===== src/rtl/pipe_muldiv.sv =====
// Iterative multiply/divide unit owning HI/LO: shift-add multiply and restoring
// divide over WIDTH iterations, with a divide-by-zero short-cut and flush abort.
module pipe_muldiv #(
  parameter int unsigned WIDTH     = 32,
  parameter bit          SIGNED_EN = 1'b1
) (
  input  logic             clk,
  input  logic             rst,
  input  logic             start,
  input  logic [1:0]       op,
  input  logic [WIDTH-1:0] a,
  input  logic [WIDTH-1:0] b,
  input  logic             flush,
  output logic             busy,
  output logic             done,
  output logic [WIDTH-1:0] hi,
  output logic [WIDTH-1:0] lo,
  output logic             div_by_zero
);
  localparam int unsigned CW = $clog2(WIDTH + 1);

  typedef enum logic [1:0] {IDLE, CALC, FIN} stateT;
  stateT state, stateNext;

  logic [CW-1:0]    cnt;
  logic [WIDTH-1:0] accHi, accLo, dReg, hiReg, loReg;
  logic             divOp, dbzPend, negLo, negHi, dbzReg;

  logic             signedOp, aNeg, bNeg, isDiv, isZero, accept;
  logic [WIDTH-1:0] aMag, bMag;

  assign signedOp = SIGNED_EN && op[0];
  assign aNeg     = signedOp && a[WIDTH-1];
  assign bNeg     = signedOp && b[WIDTH-1];
  assign aMag     = aNeg ? -a : a;
  assign bMag     = bNeg ? -b : b;
  assign isDiv    = op[1];
  assign isZero   = isDiv && (b == '0);
  assign accept   = (state == IDLE) && start && !flush;

  // accHi/accLo hold the running product (multiply) or remainder/quotient (divide)
  logic [WIDTH:0] mulSum, mulPre, shifted, diff;
  logic           fits;

  assign mulSum  = {1'b0, accHi} + {1'b0, dReg};
  assign mulPre  = accLo[0] ? mulSum : {1'b0, accHi};
  assign shifted = {accHi, accLo[WIDTH-1]};
  assign diff    = shifted - {1'b0, dReg};
  assign fits    = ~diff[WIDTH];

  logic [2*WIDTH-1:0] prod;
  logic [WIDTH-1:0]   finHi, finLo;
  logic               finDbz;

  always_comb begin
    prod   = negLo ? -{accHi, accLo} : {accHi, accLo};
    finHi  = prod[2*WIDTH-1:WIDTH];
    finLo  = prod[WIDTH-1:0];
    finDbz = 1'b0;
    if (dbzPend) begin
      finHi  = accHi;
      finLo  = '1;
      finDbz = 1'b1;
    end else if (divOp) begin
      finHi = negHi ? -accHi : accHi;
      finLo = negLo ? -accLo : accLo;
    end
  end

  always_ff @(posedge clk) begin
    if (!rst) state <= IDLE;
    else      state <= stateNext;
  end

  always_comb begin
    stateNext = state;
    case (state)
      IDLE: if (accept) stateNext = isZero ? FIN : CALC;
      CALC: begin
        if (flush)                 stateNext = IDLE;
        else if (cnt == CW'(1))    stateNext = FIN;
      end
      FIN:     stateNext = IDLE;
      default: stateNext = IDLE;
    endcase
  end

  // FIN presents the fixed-up result combinationally; the register write on the
  // FIN edge is suppressed by flush so HI/LO keep their old contents.
  assign busy        = (state != IDLE);
  assign done        = (state == FIN) && !flush;
  assign hi          = done ? finHi  : hiReg;
  assign lo          = done ? finLo  : loReg;
  assign div_by_zero = done ? finDbz : dbzReg;

  always_ff @(posedge clk) begin
    if (!rst) begin
      cnt     <= '0;
      accHi   <= '0;
      accLo   <= '0;
      dReg    <= '0;
      divOp   <= 1'b0;
      dbzPend <= 1'b0;
      negLo   <= 1'b0;
      negHi   <= 1'b0;
      hiReg   <= '0;
      loReg   <= '0;
      dbzReg  <= 1'b0;
    end else begin
      case (state)
        IDLE: if (accept) begin
          cnt     <= CW'(WIDTH);
          divOp   <= isDiv;
          dbzPend <= isZero;
          negLo   <= aNeg ^ bNeg;
          negHi   <= aNeg;
          dReg    <= isDiv ? bMag : aMag;
          accLo   <= isDiv ? aMag : bMag;
          accHi   <= isZero ? a : '0;
        end
        CALC: begin
          cnt <= cnt - CW'(1);
          if (divOp) begin
            accHi <= fits ? diff[WIDTH-1:0] : shifted[WIDTH-1:0];
            accLo <= {accLo[WIDTH-2:0], fits};
          end else begin
            accHi <= mulPre[WIDTH:1];
            accLo <= {mulPre[0], accLo[WIDTH-1:1]};
          end
        end
        FIN: if (done) begin
          hiReg  <= finHi;
          loReg  <= finLo;
          dbzReg <= finDbz;
        end
        default: ;
      endcase
    end
  end
endmodule


===== config.mk =====
export PLATFORM = sky130hd
export DESIGN_NAME = pipe_muldiv
export DESIGN_NICKNAME = d
export VERILOG_FILES = /design/src/rtl/pipe_muldiv.sv
export SDC_FILE = /design/constraint.sdc
export NUM_CORES = 1
export LEC_CHECK = 0
export CORE_MARGIN = 2
export CORE_UTILIZATION = 25
export DETAILED_ROUTE_END_ITERATION = 10
export SLEW_MARGIN = 15
export SYNTH_ARGS = -nofsm -noshare
export SYNTH_HDL_FRONTEND = slang
export SYNTH_SLANG_ARGS = --single-unit

===== constraint.sdc =====
create_clock -name clk -period 3.7 [get_ports clk]
set_clock_uncertainty 0.15 [all_clocks]
set_input_delay 0.555 -clock clk [delete_from_list [all_inputs] [get_ports clk]]
set_output_delay 0.555 -clock clk [all_outputs]
set_load 0.01 [all_outputs]

==> run_results.csv <==
group,metric,value,unit
outcome,failed_checks,"setup timing",
routing,wl_per_cell,22.1,microns
timing,period_needed,3.77,ns
grt,gr-usage-met1,0.280,
grt,grt_pass1_vias,16300,
cts,path_clk_slew,0.08,ns
routing,ant_nets,0,
synthesis,synth_cells,2025,
timing,setup_tns,-0.166,ns
routing,drtIter0Drc,1507,
setup_path,crit_slowest_cell,"or4_4",
grt,busiest_layer,"met2",
setup_path,rrSetupSlack,0.08,ns
placed_design,dp_hpwl,54.3,mm
cts,cts_num_sinks,173,
cts,cts-root-buf,"clkbuf_16",
finish,final_nets,2448,
synthesis,syn_area_per_cell,7.44,sq um
hold_path,hold_depth,3,
synthesis,yosys_warnings,0,
routing,wirelength,68.6,mm
cts,postCtsHoldBufs,0,
floorplanning,coreArea,60000,sq um
pwr,vdd_drop_max,0.387,mV
synthesis,synth_top_area_frac,0.230,
timing,holdWs,0.281,ns
setup_path,cp-end-kind,"output pin",
pwr,p_per_area,317,nW/um^2
finish,antennaDiodeCount,0,
hold_path,worstHoldPathType,"in2reg",
setup_path,crit_path_frequent_cell,"or4_4",
setup_path,arrival,3.06,ns
placed_design,placed_cells,3051,
timing,fin_ws,-0.0671,ns
grt,met3_usage,0.0342,
setup_path,regToRegEndpoint,"accHi[27]",
floorplanning,num_io_pins,137,
routing,num_vias,17100,
floorplanning,die_width,250,microns
timing,finalCritPeriodShare,1.02,
floorplanning,rows,90,
placed_design,placed_area,18800,sq um
grt,grtUsageMet2,0.350,
routing,firstDrtPassIters,5,
synthesis,syn_area,15100,sq um
cts,numCtsBuffers,17,
timing,setup_viol,6,
setup_path,cp_cell_sequence,"or4_4 -> or3_4 -> or4_4 -> buf_6 -> o41ai_4 -> xor2_1 -> o21ai_2 -> buf_2",
setup_path,cpPeakStageDelay,0.53,ns
finish,fin_cells,3101,
setup_path,cp_num_buf_inv,2,
hold_path,holdPathEnd,"accHi[29]",
setup_path,critical_path.max_fanout,3,
synthesis,post-synth-top-count-cell,"a21oi_1",
grt,antenna_found_initial,1,
synthesis,ys_seq_area_frac,0.230,
cts,clk_latency,0.49,ns
synthesis,synth_area_leaders,"dfxtp_1 23%, a21oi_1 7.1%, ha_1 5.8%",
floorplanning,start_util,0.251,
timing,rsz0062_at_grt,"yes",
setup_path,cp.required,2.99,ns
synthesis,async_flop_share,0,
floorplanning,dieArea,62300,sq um
timing,hold_viol_final,0,
setup_path,critPathKind,"reg2out",
synthesis,ys_ff_latch,173,
finish,synthToLayoutAreaGrowth,32.6,%
cts,htreeDepth,4,
timing,finalMaxSlewViolations,0,
run,maxCapViolations,0,
setup_path,cp-start-kind,"flip-flop",
setup_path,rr_worst_depth,13,
cts,clock_path_buffers,2,
grt,grt.total_usage,0.215,
synthesis,synth_top_cell_by_area,"dfxtp_1",
synthesis,ys_types,88,
routing,vias_per_cell,5.50,
routing,drc,0,
timing,slew_headroom,0.311,
timing,worst_slew_pin_slew,1.03,ns
grt,grt_overflow,0,
finish,final_area,20000,sq um
outcome,status,"complete, but fails checks",
synthesis,synthesis.nets,2167,
setup_path,worstSetupPathDepth,8,
placed_design,io_buffers,136,
finish,drive_gt1_frac,0.210,
pwr,power_leakage,7.99,nW
grt,grt_pass1_wl,102,mm
grt,grt_max_degree,83,
synthesis,yosys-top-cells-count,"213 x a21oi_1, 191 x nand2_1, 173 x dfxtp_1",
floorplanning,fp.dieH,250,microns
cts,cts_tree,"yes",
synthesis,synth_edf_count,0,
synthesis,synth_ff_type,"dfxtp_1",
hold_path,min-delay-start,"rst",
placed_design,gp_congestion,0.989,
timing,timing.fmax,265,MHz
setup_path,timing.rr.start,"accHi[0]",
setup_path,path_delay_family,"simple AND/OR/NAND/NOR gates",
## placed cells by master, fill, tap and decap left out, types with 17 or more instances in the layout
| master | n |
|---|---|
| a211oi_1 | 64 |
| a21o_1 | 21 |
| a21oi_1 | 192 |
| a21oi_2 | 18 |
| a31oi_1 | 24 |
| and2_1 | 73 |
| buf_2 | 26 |
| buf_4 | 249 |
| clkbuf_16 | 17 |
| clkdlybuf4s50_1 | 87 |
| dfxtp_1 | 163 |
| ha_1 | 70 |
| inv_1 | 68 |
| mux2i_1 | 42 |
| nand2_1 | 186 |
| nand2b_1 | 19 |
| nand3_1 | 35 |
| nor2_1 | 162 |
| nor3_1 | 41 |
| o211ai_1 | 34 |
| o21ai_0 | 94 |
| o21ai_1 | 26 |
| or3_1 | 17 |
| xnor2_1 | 80 |
| xor2_1 | 79 |
## registers in the layout, summed over array words and instances (netlist names), 2 cells and up
register  flops
dReg         32
hiReg        32
cnt           6
loReg        32
accLo        32
state         2
accHi        32
## cell families (layout without fill, tap and decap cells)
kind of cell,Yosys count,count (layout),share of synthesized area
muxes,50,50,0.0339
DFF,173,173,0.230
buffers and inverters,209,503,0.0543
xor gates and xnor gates,168,168,0.0976
and+or+nand+nor,664,664,0.219
AOI/OAI and AO/OA,689,689,0.305
adders and majority gates,72,72,0.0608
## what timing repair did
action	4_1_cts	5_1_grt
setup buffers	10	8
hold endpoints to repair	0	0
resized for setup	217	90
pin swaps	46	70
setup endpoints to repair	49	72
## routing by layer
| layer | share of wire | vias to the layer above |
|---|---|---|
| met5 | 0 | - |
| met2 | 0.45 | 730 |
| met4 | 0.045 | 0 |
| met1 | 0.43 | 8216 |
| li1 | - | 7968 |
| met3 | 0.068 | 155 |
## final cells by class
type / instances / area, sq um
Inverter: 73 / 274
Fill cell: 6298 / 40000
Clock inverter: 9 / 100
Tap cell: 782 / 978
Sequential cell: 173 / 3480
Clock buffer: 23 / 488
Multi-Input combinational cell: 1643 / 11400
Timing Repair Buffer: 398 / 3270
## report_power, final
group          total (mW)  internal [mW]  switching [mW]
sequential           2.01           1.93          0.0768
clock                1.88           1.01           0.874
combinational        2.44           1.01            1.43
## tightest hold or removal path, delay by kind of cell
kind	cells	cell delay, ns
AND/OR/NAND/NOR	1	0.08
buffers and inverters	1	0.19
AO/OA/AOI/OAI	1	0.05
## worst max-delay path by stage
stage               end  slack, ns     start
6_report         hi[16]      -0.07  accHi[9]
5_1_grt          hi[16]      -0.14  accHi[9]
4_1_cts          hi[19]      -0.12  accHi[9]
3_5_place_dp     hi[22]      -0.18  accHi[9]
3_3_place_gp     hi[22]      -0.16  accHi[9]
2_1_floorplan  accHi[0]       0.22  accHi[0]
## per-stage QoR
step                      power [mW]  setup WS [ns]  utilization
after floorplan                 3.33          0.223            -
after global placement          4.27         -0.160        0.313
after detailed placement        4.30         -0.179        0.313
after CTS                       6.25         -0.123        0.328
after global routing            6.58         -0.140        0.333
final                           6.33        -0.0671        0.333
Power figures use the tool's default switching activity.
